--- src/rtl/rf_pkg.sv ---
// Shared register-file constants used by the writeback arbiter and related blocks.
package rf_pkg;
    localparam int unsigned XLEN     = 32;
    localparam int unsigned RA_W     = 5;
    localparam int unsigned NUM_REGS = 32;
    localparam int unsigned REG_ZERO = 0;
    localparam logic [31:0] SP_RESET = 32'h2ffc;

    function automatic logic is_zero_reg(input logic [RA_W-1:0] rd);
        return rd == RA_W'(REG_ZERO);
    endfunction
endpackage

--- src/rtl/rr_arbiter.sv ---
// Round-robin arbiter: one-hot grant scanning upward from the pointer, pointer moves past
// the winner only when the grant is accepted.
module rr_arbiter #(
    parameter int unsigned N_SRC = 2
) (
    input  logic             clk,
    input  logic             reset,
    input  logic [N_SRC-1:0] i_req,
    input  logic             i_accept,
    output logic [N_SRC-1:0] o_grant
);
    localparam int unsigned PTR_W = (N_SRC > 1) ? $clog2(N_SRC) : 1;

    logic [PTR_W-1:0] r_ptr;
    logic [PTR_W-1:0] w_ptr_d;
    logic [PTR_W-1:0] w_win;
    logic [PTR_W:0]   w_sum;
    logic [PTR_W-1:0] w_k;
    logic             w_found;

    always_comb begin
        o_grant = '0;
        w_win   = '0;
        w_found = 1'b0;
        w_sum   = '0;
        w_k     = '0;
        for (int i = 0; i < N_SRC; i++) begin
            w_sum = {1'b0, r_ptr} + (PTR_W + 1)'(i);
            if (w_sum >= (PTR_W + 1)'(N_SRC)) begin
                w_sum = w_sum - (PTR_W + 1)'(N_SRC);
            end
            w_k = w_sum[PTR_W-1:0];
            if (!w_found && i_req[w_k]) begin
                o_grant[w_k] = 1'b1;
                w_win        = w_k;
                w_found      = 1'b1;
            end
        end
    end

    always_comb begin
        w_ptr_d = r_ptr;
        if (i_accept && w_found) begin
            w_ptr_d = (w_win == PTR_W'(N_SRC - 1)) ? '0 : w_win + PTR_W'(1);
        end
    end

    always_ff @(posedge clk) begin
        if (reset) begin
            r_ptr <= '0;
        end else begin
            r_ptr <= w_ptr_d;
        end
    end
endmodule

--- src/rtl/regfile_wb_arbiter.sv ---
// Shares the register-file write port among writeback sources and tracks per-register
// busy bits so decode can stall on RAW/WAW hazards.
module regfile_wb_arbiter
    import rf_pkg::*;
#(
    parameter int unsigned N_SRC = 2,
    parameter int unsigned XLEN  = rf_pkg::XLEN,
    parameter int unsigned RA_W  = rf_pkg::RA_W
) (
    input  logic                  clk,
    input  logic                  reset,
    input  logic [N_SRC-1:0]      src_valid,
    input  logic [N_SRC*RA_W-1:0] src_rd,
    input  logic [N_SRC*XLEN-1:0] src_data,
    output logic [N_SRC-1:0]      src_ready,
    input  logic                  rsv_valid,
    input  logic [RA_W-1:0]       rsv_rd,
    output logic                  rsv_ready,
    input  logic [RA_W-1:0]       q_rs1,
    input  logic [RA_W-1:0]       q_rs2,
    output logic                  q_stall,
    output logic [31:0]           busy_vec,
    output logic                  rf_we,
    output logic [RA_W-1:0]       rf_rd,
    output logic [XLEN-1:0]       rf_din
);
    logic [N_SRC-1:0] w_grant;
    logic             w_hs;
    logic [RA_W-1:0]  w_sel_rd;
    logic [XLEN-1:0]  w_sel_data;
    logic             w_set;
    logic [31:0]      w_busy_d;

    logic             r_we;
    logic [RA_W-1:0]  r_rd;
    logic [XLEN-1:0]  r_din;
    logic [31:0]      r_busy;

    rr_arbiter #(
        .N_SRC (N_SRC)
    ) u_arb (
        .clk      (clk),
        .reset    (reset),
        .i_req    (src_valid),
        .i_accept (w_hs),
        .o_grant  (w_grant)
    );

    assign src_ready = reset ? '0 : w_grant;
    assign w_hs      = |(src_valid & src_ready);

    always_comb begin
        w_sel_rd   = '0;
        w_sel_data = '0;
        for (int i = 0; i < N_SRC; i++) begin
            if (w_grant[i]) begin
                w_sel_rd   = src_rd[i*RA_W +: RA_W];
                w_sel_data = src_data[i*XLEN +: XLEN];
            end
        end
    end

    always_ff @(posedge clk) begin
        if (reset) begin
            r_we  <= 1'b0;
            r_rd  <= '0;
            r_din <= '0;
        end else begin
            // x0 writes are consumed but never reach the register file.
            r_we <= w_hs && (w_sel_rd != '0);
            if (w_hs) begin
                r_rd  <= w_sel_rd;
                r_din <= w_sel_data;
            end
        end
    end

    assign rsv_ready = ~reset & ((rsv_rd == '0) | ~r_busy[rsv_rd]);
    assign w_set     = rsv_valid & rsv_ready & (rsv_rd != '0);

    // Reservation is applied after the writeback clear so a same-cycle set wins.
    always_comb begin
        w_busy_d = r_busy;
        if (r_we) begin
            w_busy_d[r_rd] = 1'b0;
        end
        if (w_set) begin
            w_busy_d[rsv_rd] = 1'b1;
        end
        w_busy_d[REG_ZERO] = 1'b0;
    end

    always_ff @(posedge clk) begin
        if (reset) begin
            r_busy <= '0;
        end else begin
            r_busy <= w_busy_d;
        end
    end

    assign busy_vec = r_busy;
    assign q_stall  = r_busy[q_rs1] | r_busy[q_rs2];
    assign rf_we    = r_we;
    assign rf_rd    = r_rd;
    assign rf_din   = r_din;
endmodule
--- config.mk ---
export PLATFORM = sky130hd
export DESIGN_NAME = regfile_wb_arbiter
export DESIGN_NICKNAME = d
export VERILOG_FILES = /design/src/rtl/rf_pkg.sv /design/src/rtl/rr_arbiter.sv /design/src/rtl/regfile_wb_arbiter.sv
export SDC_FILE = /design/constraint.sdc
export NUM_CORES = 1
export LEC_CHECK = 0
export CORE_MARGIN = 2
export CORE_UTILIZATION = 43
export DETAILED_ROUTE_END_ITERATION = 8
export HOLD_SLACK_MARGIN = 0.08
export PLACE_DENSITY = 0.82
export SLEW_MARGIN = 20
export SYNTH_ARGS = -nofsm -noshare
export SYNTH_HDL_FRONTEND = slang
export SYNTH_SLANG_ARGS = --single-unit
--- constraint.sdc ---
create_clock -name clk -period 2.6 [get_ports clk]
set_input_delay 0.52 -clock clk [delete_from_list [all_inputs] [get_ports clk]]
set_output_delay 0.52 -clock clk [all_outputs]
set_load 0.01 [all_outputs]
==> results of run 1 <==
routing by layer:
| layer | up-vias | global-route usage, % | part of all wire [%] |
|---|---|---|---|
| li1 | 2060 | - | - |
| met1 | 2139 | 34.3 | 37 |
| met2 | 267 | 51.9 | 49 |
| met3 | 35 | 9.23 | 11 |
| met4 | 0 | 9.17 | 2.8 |
| met5 | - | 0 | 0 |
power by group:
part	leakage (nW)	internal, W	switching (W)	total, W
Clock	0.0976	0.000493	0.000422	0.000916
Combinational	1.64	0.000337	0.000269	0.000607
Sequential	0.576	0.00113	0.0000508	0.00118
Total	2.32	0.00196	0.000743	0.00270
cells by family (layout without fill, tap and decap cells):
group,Yosys count,after routing,synth area share (%)
buffers and inverters,40,225,4.10
AND/OR/NAND/NOR,267,267,35.8
multiplexers,31,31,14.3
flip-flops,70,70,36.7
AO/OA/AOI/OAI,62,62,9.02
other,1,1,0.0983
worst min path at each step:
stage / from / slack, ns / to / depth (start not counted)
after floorplan: flip-flop / 0.49 / flip-flop / 2
after global placement: rf_din[23] / 0.48 / rf_din[23] / 2
after detailed placement: rf_din[3] / 0.49 / rf_din[3] / 2
after CTS: reset / 0.45 / rf_din[30] / 2
after global routing: reset / 0.47 / rf_din[30] / 2
final: reset / 0.47 / rf_din[30] / 2
stage by stage:
step                power (W)  hold WS, ns
floorplan             0.00144        0.490
global placement      0.00179        0.484
detailed placement    0.00180        0.488
CTS                   0.00271        0.451
global route          0.00281        0.473
finish                0.00270        0.466
flip-flops by register name, summed over array words and instances (netlist names), named ones only:
register / flops
rf_rd: 5
busy_vec: 31
rf_we: 1
rf_din: 32
Yosys cell counts, types with 2 or more instances:
library cell and instances:
nand2_1 23, a2111oi_0 3, nand4b_1 2, nor4_1 39
nor2_1 120, mux2_2 7, a21oi_1 2, nand3_1 6
buf_2 2, o21ai_0 42, or3b_2 2, nand2b_1 2
a221oi_1 2, or2_2 2, nand3b_1 24, nor2b_1 21
nor3_1 4, or4_1 4, o21ai_1 8, inv_1 4
mux2i_1 6, nand4_1 6, mux4_2 18, dfxtp_1 70
or3_1 2, clkbuf_1 32, nor3b_1 5
worst reg2reg max path, cell delays in order, from the launching register on:
cell,delay (ns)
dfxtp_1,0.38
mux4_2,0.47
mux2i_1,0.16
nor3b_1,0.09
buf_4,0.14
or4_4,0.56
o21ai_1,0.14
final cells by class:
type | count | area share, %
clock inverter | 5 | 0.954
timing repair buffer | 205 | 32.6
sequential | 70 | 23.2
multi-input combinational | 361 | 38.3
clock buffer | 11 | 2.51
tap | 108 | 2.24
inverter | 4 | 0.249
repair_timing:
action / CTS / global route
resized for setup: 34 / 17
setup buffers: 2 / 1
pin swaps: 4 / 4
endpoints found under the setup margin: 2 / 2
hold buffers: 0 / 0
gates cloned: 1 / 0
==> results.cfg, run 1 <==
[worst_setup_path]
cp-start-kind = flip-flop
worst-path-stages = 6
path_max_fanout = 5
crit_arrival_ns = 2.01
crit_buf_inv = 1
cpMaxStageDelayCell = mux4_2
r2r_end = busy_vec[28]
max_stage_delay_ns = 0.48
worstSetupPathType = flip-flop to output port
r2r_start = busy_vec[21]
critical_path.top_delay_family = simple AND/OR/NAND/NOR gates
required_ns = 2.08
path_cells = mux4_2, nand4_1, nand4_1, nor4_2, nand4_1, buf_2
cp-endpoint = q_stall
end_kind = output port
worstRegToRegCells = 6
crit_path_frequent_cell = nand4_1
rrSetupSlack_ns = 0.59
crit_start = busy_vec[27]

[timing]
tns_ns = 0
fin_crit_sh_pct = 97.3
finalClockSkew_ns = 0.00680
finalCriticalPeriod_ns = 2.53
timing.fmax_mhz = 395
report.final.setup_viol = 0
tightest_slew_ns = 0.701
slew_viol_final = 0
rsz0062_at_grt = false
setup_ws_ns = 0.0714
hold_viol = 0
maxSlewHeadroom_pct = 53.1

[layout]
fin_nets = 745
mostFrequentLayoutCell = clkdlybuf4s50_1
drive_gt1_share_pct = 15.4
fin_util_pct = 69.5
fin_area_mm2 = 0.00603
nFillCells = 707
n_antenna_cell = 0
final_cell_mix = 151 x clkdlybuf4s50_1, 120 x nor2_1, 70 x dfxtp_1
multiInputGateArea_mm2 = 0.00231
area_growth_pct = 58.1
seq_area_mm2 = 0.00140
stdcell_count = 764

[detailed_routing]
drc = 0
wl_per_cell_um = 18.7
drt.antenna.violating_nets = 0
drt_first_pass_iters = 5
avgViaCountPerCell = 5.89
totalWireLength_mm = 14.3
vias = 4501
drt_iter0_drc = 365

[synthesis]
synth.distinct_cells = 40
synth_edf_count = 0
netlist.area_leader.share_pct = 36.7
synth_area_mm2 = 0.00382
syn-num-nets = 565
syn_area_per_cell_um2 = 8.10
yosysSeqAreaShare_pct = 36.7
synthCells = 471
async_flop_share_pct = 0
ys_seq_elements = 70
ys.flop_type = dfxtp_1
yosysTopAreaCell = dfxtp_1
ys_top_cells_by_area = dfxtp_1 37%, nor2_1 12%, mux4_2 11%, nor4_1 6.4%, o21ai_0 5.5%
ys_warn_count = 0

[place]
hpwl_mm = 10.6
preCtsSetupSlack_ns = -0.880
port_buffers = 166
place_area_mm2 = 0.00575
gp_congestion = 0.919
post-place-cells = 744

[power_and_ir_drop]
p_leak_nw = 2.32
powerDensity_mw_per_mm2 = 448
vdd_ir_drop_max_v = 0.000315

[die]
die_x_um = 98.2
num_io_pins = 168
die_area_mm2 = 0.00964
placement_rows = 34
initial_core_util_pct = 44.0
die_y_um = 98.2
coreArea_mm2 = 0.00868

[clock_tree]
cts_max_level = 3
cts_buffers = 9
root_buffer = clkbuf_8
cts.sinks = 70
cts.clk_slew.worst_paths_ns = 0.08
cts_buffer_depth = 2
insertion_delay_ns = 0.35
cts_tree = yes

[run_status]
outcome = finished clean

[grt]
grtUsageTotal_pct = 29.5
grt_antenna_before_repair = 0
grt_pass1_vias = 4484
grt_pass1_wl_mm = 22.9
grt_max_degree = 75
gr-total-overflow = 0

[flow_run]
max_cap_viol_count = 0

[worst_hold_path]
hp-class = primary input to flip-flop
Note: power is estimated with default switching activity, not from simulation.
==> run 2, diff against run 1 <==
--- a/config.mk
+++ b/config.mk
@@ -9,8 +9,9 @@
 export CORE_UTILIZATION = 43
 export DETAILED_ROUTE_END_ITERATION = 8
 export HOLD_SLACK_MARGIN = 0.08
-export PLACE_DENSITY = 0.82
+export PLACE_DENSITY = 0.81
 export SLEW_MARGIN = 20
 export SYNTH_ARGS = -nofsm -noshare
 export SYNTH_HDL_FRONTEND = slang
+export SYNTH_HIERARCHICAL = 1
 export SYNTH_SLANG_ARGS = --single-unit
==> run 2 against run 1 <==
- count of clock-buffer cells in the layout increased by 2
- combinational power increased by 5.1%
- critical path depth decreased by 1
- clock skew increased by 0.0097 ns
- design area increased by 3.5%
- die area increased by 4.3%
- first-iteration DRC count decreased by 11%
- sequential share of layout area decreased by 0.72 points
- area after synthesis increased by 4.5%
- wire length increased by 0.30%
- worst setup slack got worse by 0.070 ns
- utilization decreased by 0.99 points
==> results.cfg, run 2 <==
[clock_tree]
cts_tree = yes
cts_buffers = 9
cts.clk_slew.worst_paths_ns = 0.07
insertion_delay_ns = 0.35
cts_hold_buf = 0
cts_buffer_depth = 2
cts_max_level = 3
cts.sinks = 70
root_buffer = clkbuf_8

[die]
num_io_pins = 168
die_area_mm2 = 0.0101
die_x_um = 100
placement_rows = 35
initial_core_util_pct = 43.8
coreArea_mm2 = 0.00911
die_y_um = 100

[synthesis]
synthCells = 432
ys_warn_count = 6
yosys-top-cells-count = 70 x dfxtp_1, 40 x o21ai_0, 39 x nor2_1, 36 x a211oi_1, 36 x a22oi_1
synth.distinct_cells = 44
ys.flop_type = dfxtp_1
ys_top_cells_by_area = dfxtp_1 35%, mux4_2 10%, a211oi_1 6.8%, a22oi_1 6.8%, o21ai_0 5.0%
synth_area_mm2 = 0.00399
async_flop_share_pct = 0
syn_area_per_cell_um2 = 9.23
yosysMostFrequentCell = dfxtp_1
yosysTopAreaCell = dfxtp_1
netlist.area_leader.share_pct = 35.2
synth_edf_count = 0
yosysSeqAreaShare_pct = 35.2
syn-num-nets = 526
ys_seq_elements = 70

[layout]
fin_area_mm2 = 0.00624
drive_gt1_share_pct = 18.2
n_antenna_cell = 0
largest_reg_flops = 32
final_cell_mix = 152 x clkdlybuf4s50_1, 67 x dfxtp_1, 40 x o21ai_0
mostFrequentLayoutCell = clkdlybuf4s50_1
area_growth_pct = 56.6
fin_nets = 710
nFillCells = 692

[timing]
finalCriticalPeriod_ns = 2.60
rsz0062_at_grt = true
slew_viol_final = 0
report.final.setup_viol = 0
finalClockSkew_ns = 0.0165
setup_ws_ns = 0.00127
tns_ns = 0
tightest_slew_ns = 0.526
fin_crit_sh_pct = 100
hold_viol = 0
maxSlewHeadroom_pct = 64.9
timing.fmax_mhz = 385

[grt]
top_usage_layer = met2
gr-total-overflow = 0
grt_pass1_wl_mm = 22.3
grtUsageTotal_pct = 28.6
grt_pass1_vias = 4386
grt_antenna_before_repair = 0
grt_max_degree = 67
met1_usage_pct = 32.9
met3_usage_pct = 8.15
use_met2_pct = 49.4

[worst_setup_path]
worstSetupPathType = flip-flop to output port
required_ns = 2.08
end_kind = output port
crit_start = busy_vec[23]
cp-start-kind = flip-flop
path_max_fanout = 6
crit_arrival_ns = 2.08

[power_and_ir_drop]
powerDensity_mw_per_mm2 = 422
clkPwrFrac_pct = 31.6
p_comb_share_pct = 24.2
seqPwrFrac_pct = 44.2
vdd_ir_drop_max_v = 0.000306
p_leak_nw = 2.24
p_int_w = 0.00191
p_total_w = 0.00263
p_sw_w = 0.000727
switching_share_pct = 27.6

[detailed_routing]
avgViaCountPerCell = 5.97
vias = 4367
drt_iter0_drc = 326
drt_first_pass_iters = 5
totalWireLength_mm = 14.3
drc = 0
drt.antenna.violating_nets = 0
wl_per_cell_um = 19.6

[worst_hold_path]
hp-start = rf_din[15]
hp-class = flip-flop to flip-flop

[place]
preCtsSetupSlack_ns = -0.830
place_area_mm2 = 0.00593
gp_congestion = 0.946
port_buffers = 166
hpwl_mm = 10.6

[flow_run]
max_cap_viol_count = 0

[run_status]
outcome = finished clean
[run 2: cell types whose count changed after synthesis, moves of 4 or more]
cell / before / now
buf_2: 2 / 7
clkbuf_1: 32 / 25
nand4_1: 6 / 2
nor4_1: 39 / 0
mux2i_1: 6 / 13
mux4_1: 0 / 4
nand2b_1: 2 / 8
buf_6: 0 / 4
nor2_1: 120 / 39
a211oi_1: 1 / 36
o22ai_1: 0 / 5
or4_1: 4 / 0
a22oi_1: 0 / 36
mux2_2: 7 / 2
[run 2: cells by family after synthesis]
family	Yosys count	synth area share [%]
buf+inv	44	5.21
other cells	1	0.0941
compound gates	139	23.3
mux	37	16.6
flops	70	35.2
simple gates	141	19.6
[run 2: worst max-delay path, cell delays in order (launching register included)]
cell and delay [ns]:
dfxtp_1 0.39, mux4_2 0.52, o22ai_2 0.19, o2111ai_2 0.14, a221o_1 0.35, buf_2 0.14
[run 2: cell type report]
type / count / area (um^2) / area share, %
flip-flops and latches: 70 / 1410 / 22.5
multi-input cells: 318 / 2450 / 39.3
repair buffers: 212 / 2040 / 32.7
inverters: 5 / 18.8 / 0.301
well taps: 111 / 139 / 2.22
clock inverters: 3 / 17.5 / 0.281
clock buffers: 13 / 169 / 2.71
[run 2: repair_timing]
item / CTS / global route
gates cloned: 2 / 0
pin swaps: 6 / 5
buffers inserted: 4 / 1
setup endpoints to repair: 3 / 4
gates resized for setup: 45 / 15
hold endpoints to repair: 0 / 0
[run 2: stage by stage]
step,hold WS (ns),instances,util (%)
6_report,0.500,732,68.5
5_1_grt,0.518,732,68.5
4_1_cts,0.500,731,68.3
3_5_place_dp,0.490,709,65.1
3_3_place_gp,0.485,709,65.1
2_1_floorplan,0.520,432,-
[run 2: path summary, 6_finish.rpt]
| path | to | slack (ns) | depth (start not counted) |
|---|---|---|---|
| worst max-delay path | q_stall | 0.001 | 5 |
| worst min-delay path | rf_din[15] | 0.50 | 2 |
| worst max register to register | rf_din[8] | 0.79 | 7 |
| worst min register to register | rf_din[15] | 0.50 | 2 |
[run 2: routing by layer]
layer,vias up,part of all wire [%]
li1,2004,-
met1,2086,39
met2,234,50
met3,43,8.6
met4,0,3.0
met5,-,0
[run 2: power groups by stage]
stage / registers, W / clock network, W / logic, W
floorplan: 0.00120 / 0 / 0.000256
finish: 0.00116 / 0.000832 / 0.000638
global route: 0.00117 / 0.000885 / 0.000685
detailed placement: 0.00119 / 0 / 0.000616
CTS: 0.00116 / 0.000836 / 0.000632
global placement: 0.00118 / 0 / 0.000607
